==> config.mk <==
export PLATFORM = sky130hd
export DESIGN_NAME = snes_rom_burst_reader
export DESIGN_NICKNAME = d
export VERILOG_FILES = /design/src/rtl/snes_rom_burst_reader.sv
export SDC_FILE = /design/constraint.sdc
export NUM_CORES = 1
export LEC_CHECK = 0
export BUFFER_PORTS_ARGS = -buffer_cell sky130_fd_sc_hd__buf_4
export CAP_MARGIN = 25
export CORE_ASPECT_RATIO = 1.1
export CORE_UTILIZATION = 38
export CTS_BUF_LIST = sky130_fd_sc_hd__clkbuf_4
export DETAILED_ROUTE_END_ITERATION = 6
export HOLD_SLACK_MARGIN = 0.02
export REMOVE_ABC_BUFFERS = 1
export SYNTH_ARGS = -nofsm -noshare
export SYNTH_HDL_FRONTEND = slang
export SYNTH_SLANG_ARGS = --single-unit
==> constraint.sdc <==
create_clock -name clk -period 4.45 [get_ports clk]
set_input_delay 0.89 -clock clk [delete_from_list [all_inputs] [get_ports clk]]
set_output_delay 0.89 -clock clk [all_outputs]
set_load 0.1 [all_outputs]
==> src/rtl/snes_rom_burst_reader.sv <==
// ---------------------------------------------------------------------------
// snes_rom_burst_reader
//
// Reads an inclusive address range [start_addr, end_addr] from the SNES
// cartridge bus. Each byte is read with a programmable number of extra wait
// cycles. The captured byte is then offered on a valid/ready stream. All
// state changes on the falling edge of clk, matching the other cartridge
// readers in this codebase.
//
// Optional feature: define SNES_ROM_BURST_CHECKSUM_EN to add a running
// 16-bit sum of every accepted byte on the checksum output.
//
// Ports:
//   clk, reset_n          falling-edge clock, async active-low reset
//   start, abort          begin a burst (IDLE only) / terminate a burst
//   start_addr, end_addr  inclusive range, latched at start
//   wait_cycles           extra strobe-low cycles per read, latched at start
//   data                  cartridge data bus
//   address, rd_n         cartridge address bus and active-low read strobe
//   out_data, out_valid,
//   out_ready             captured-byte stream toward the dump logic
//   busy                  high while a byte is being read or offered
//   done                  one-cycle pulse after the last byte is accepted
//   checksum              running byte sum (only with the macro defined)
// ---------------------------------------------------------------------------
module snes_rom_burst_reader #(
    parameter int ADDR_W = 24,
    parameter int DATA_W = 8,
    parameter int WAIT_W = 4
) (
    input  logic              clk,
    input  logic              reset_n,
    input  logic              start,
    input  logic              abort,
    input  logic [ADDR_W-1:0] start_addr,
    input  logic [ADDR_W-1:0] end_addr,
    input  logic [WAIT_W-1:0] wait_cycles,
    input  logic [DATA_W-1:0] data,
    output logic [ADDR_W-1:0] address,
    output logic              rd_n,
    output logic [DATA_W-1:0] out_data,
    output logic              out_valid,
    input  logic              out_ready,
    output logic              busy,
`ifdef SNES_ROM_BURST_CHECKSUM_EN
    output logic [15:0]       checksum,
`endif
    output logic              done
);

    typedef enum logic [1:0] {
        IDLE,
        SETUP,
        HOLD,
        DONE
    } state_t;

    state_t            state;
    logic [ADDR_W-1:0] end_lat;
    logic [WAIT_W-1:0] wait_lat;
    logic [WAIT_W-1:0] wait_cnt;

    // NOTE: every register here is written with non-blocking assignments so
    // that all state samples the values from before the edge.
    always_ff @(negedge clk or negedge reset_n) begin
        if (!reset_n) begin
            state     <= IDLE;
            address   <= '0;
            rd_n      <= 1'b1;
            out_data  <= '0;
            out_valid <= 1'b0;
            busy      <= 1'b0;
            done      <= 1'b0;
            end_lat   <= '0;
            wait_lat  <= '0;
            wait_cnt  <= '0;
`ifdef SNES_ROM_BURST_CHECKSUM_EN
            checksum  <= '0;
`endif
        end else if (abort) begin
            // Abort outranks everything else, including a start in IDLE.
            // address and out_data keep their last values for debug.
            state     <= IDLE;
            rd_n      <= 1'b1;
            out_valid <= 1'b0;
            busy      <= 1'b0;
            done      <= 1'b0;
        end else begin
            case (state)
                IDLE: begin
                    rd_n <= 1'b1;
                    done <= 1'b0;
                    if (start) begin
                        end_lat  <= end_addr;
                        wait_lat <= wait_cycles;
                        address  <= start_addr;
                        wait_cnt <= wait_cycles;
                        rd_n     <= 1'b0;
                        busy     <= 1'b1;
                        state    <= SETUP;
`ifdef SNES_ROM_BURST_CHECKSUM_EN
                        checksum <= '0;
`endif
                    end
                end

                SETUP: begin
                    // The strobe stays low for wait_lat+1 edges in total:
                    // wait_lat decrements, then the capture edge.
                    if (wait_cnt != '0) begin
                        wait_cnt <= wait_cnt - WAIT_W'(1);
                    end else begin
                        out_data  <= data;
                        out_valid <= 1'b1;
                        rd_n      <= 1'b1;
                        state     <= HOLD;
                    end
                end

                HOLD: begin
                    if (out_ready) begin
                        out_valid <= 1'b0;
`ifdef SNES_ROM_BURST_CHECKSUM_EN
                        checksum  <= checksum + 16'(out_data);
`endif
                        if (address == end_lat) begin
                            busy  <= 1'b0;
                            done  <= 1'b1;
                            state <= DONE;
                        end else begin
                            // Wraps naturally past the top of the bus.
                            address  <= address + ADDR_W'(1);
                            wait_cnt <= wait_lat;
                            rd_n     <= 1'b0;
                            state    <= SETUP;
                        end
                    end
                end

                DONE: begin
                    // start is deliberately not looked at here.
                    done  <= 1'b0;
                    state <= IDLE;
                end

                default: state <= IDLE;
            endcase
        end
    end

endmodule

==> results.md <==
* Critical path endpoint category: primary output
* Vias at about 3500
* Sequential share of power at 0.295
* CP startpoint kind: register
* Post-CTS Hold Buffers at 0
* Routed len/inst at between 15 and 20 um
* H-tree levels at 3
* CP Buf/Inv Count at 1
* Die Wd at approximately 100 um
* Area Overhead vs Synth at 28.7%
* GRT busiest layer: met2
* Row count at 39
* Ys Warns at 0
* Maximum vdd ir drop at between 0.4 and 0.5 mV
* Final Slew Violations at 0
* Power Density at slightly above 800 nW/um^2
* TritonCTS clock tree: done
* Number of synthesized flops with an enable pin at 0
* Grt met3 use at 0.0359
* Critical path class: register to primary output
* Post-route cell area at around 5200 sq um
* DR pass1 iterations at 4
* Vias in the first global route at ~3400
* Layout cells sized above 1 at 0.397
* Final Setup Violations at 0
* Clk slew on worst S/H paths at 0.08 ns
* CP arrival at approximately 3.5 ns
* Synth Flop Type: dfrtn_1
* Worst EP required at between 3 and 4 ns
* Final wirelength at 11.5 mm
* Met1 Track Usage GR at 0.299
* Area of the mapped netlist at just over 4000 sq um
* CTS Buf Count at 9
* Comb power frac at 0.626
* Synth Instances at 389
* Root buffer cell: clkbuf_4
* Mapped Avg Cell Area at around 10 sq um
* Clock tree buffer depth at 2
* Post-DRT Antenna Nets at 0
* FF+latch count, synth at 70
* FF+latch area at about 1800 sq um
* Grt ovf at 0
* Cell Chain, Critical Path: buf_6
* Worst hold slack at between 0.4 and 0.5 ns
* Leakage at around 2.3 nW
* CP max-delay cell: dfrtn_1
* Vias per cell at 5.47
* Post-synthesis cell type count at 58
* Status: completed
* Core Area at between 10000 and 15000 sq um
* Pin count of the biggest net entering global routing at 38
* Postcts setup bufs at 0
* Ports at 101
* Final Hold Fails at 0
* Routability Congestion at about 0.84
* Commonest cells after routing, fill and taps aside: buf_4 (116), dfrtn_1 (69), mux2_2 (37)
* Starting DRT DRC Count at ~190
* Sequential share of the synthesized area at 0.432
* First-pass GRT wire length at roughly 18 mm
* Pint at 1.92 mW
* Critical Path Fanout Max at 9
* # diodes at 0
* Number of nets in the final layout at 572
* Fillers at slightly below 1000
* Met2 usage in global routing at 0.341
* DRC Markers at 0
* Max Cap Viol at 0
* Switching power at between 2 and 2.5 mW
* Worst-Margin Slew at 0.776 ns
* DP HPWL at 8.56 mm
* DP Area at a little over 5000 sq um
* Initial antenna violation count at 0
* Commonest non-fill, non-tap cell in the layout: buf_4
* Family with the most delay on the worst path: flip-flops
* Clk pwr share at 0.080
* Port buffer count at 100
* Gr usage total at 0.215
* Sw frac at 0.550
* Clk_lat worst skew at between 0.4 and 0.5 ns
* Worst Skew at approximately 0.066 ns
* Initial core utilization at 0.391
* Max incr delay on CP at about 0.6 ns
* CTS Sinks at 70
* Die H at roughly 110 um
* RSZ-0062 raised after global routing: no
* Worst hold path type: register to register
* DIE AREA at between 10000 and 15000 sq um
* Rel. slew slack at 0.481
* Ys async rst share at 1.00
* Multi-input gate area at roughly 2100 sq um
worst reg2reg max path: stages (launching register included):
cell and delay [ns]:
dfrtn_1 0.50, buf_4 0.22, xor2_1 0.10, nor4_2 0.43, nand4_2 0.31, nor2_1 0.68, nor4_1 0.20, buf_4 0.18
a211o_1 0.24
power by group through the flow:
stage | Clock (mW) | Combinational, mW | Sequential [mW]
floorplan | 0.00281 | 0.899 | 2.27
global placement | 0.00281 | 2.63 | 1.26
detailed placement | 0.00281 | 2.66 | 1.27
CTS | 0.354 | 2.67 | 1.26
global route | 0.384 | 2.84 | 1.31
finish | 0.341 | 2.67 | 1.26
synthesized netlist by cell type, drive strengths merged (7+ instances only):
cell type	count	share of area
and3	7	0.011
a311oi	13	0.028
nor3	14	0.021
o22ai	12	0.018
nand2	18	0.017
a211oi	9	0.017
inv	10	0.0092
dfrtn	69	0.43
a21oi	18	0.029
xor2	26	0.056
nand3	14	0.020
nor2	27	0.026
clkbuf	11	0.010
or3	8	0.012
o21ai	16	0.020
buf	13	0.022
mux2	39	0.11
nor4	10	0.023
cell families after synthesis:
family	count (synthesis)	synth area share
XOR/XNOR	27	0.0583
flip-flops	70	0.432
buffers and inverters	34	0.0413
adder cells (fa/ha/maj)	6	0.0185
AND/OR/NAND/NOR	125	0.188
AO/OA/AOI/OAI	84	0.142
multiplexers	43	0.120
flip-flops by register name, summed over array words and instances, names as in the netlist:
signal and flops:
done 1, busy 1, wait_lat 4, wait_cnt 4
out_valid 1, rd_n 1, end_lat 24, state 2
address 24, out_data 8
stage by stage:
step	util	power [mW]	setup WS [ns]	TNS, ns	cells
after global routing	0.502	4.53	0.000690	0	649
after global placement	0.491	3.90	-0.00568	-0.00568	633
after CTS	0.501	4.28	0.0111	0	649
after detailed placement	0.491	3.93	-0.0517	-0.153	633
final	0.502	4.27	0.0598	0	649
after floorplan	-	3.17	-0.971	-19.46	365
per-layer routing:
layer | part of all wire | up-vias
met3 | 0.037 | 11
met5 | 0 | -
met1 | 0.46 | 1772
met4 | 0.017 | 0
li1 | - | 1676
met2 | 0.49 | 90
worst paths after layout:
path,cells past startpoint,startpoint,to,slack [ns]
max,1,address[8],address[8],0.06
min,1,out_data[4],out_data[4],0.45
max reg2reg,8,address[7],address[23],1.45
min reg2reg,1,out_data[4],out_data[4],0.45
max in group asynchronous,2,reset_n,address[1],1.30
min in group asynchronous,1,reset_n,wait_lat[0],2.58
repair_timing:
action                                  in CTS  in global routing
hold endpoints to repair                     0                  0
endpoints found under the setup margin       1                  4
gates resized for setup                      1                  4
cell type report:
| type | instances | share of cell area |
|---|---|---|
| Tap cell | 143 | 0.0343 |
| Sequential cell | 70 | 0.336 |
| Clock buffer | 10 | 0.0144 |
| Timing Repair Buffer | 125 | 0.193 |
| Multi-Input combinational cell | 285 | 0.411 |
| Inverter | 9 | 0.00647 |
| Clock inverter | 7 | 0.00527 |
Note: power is estimated with default switching activity, not from simulation.
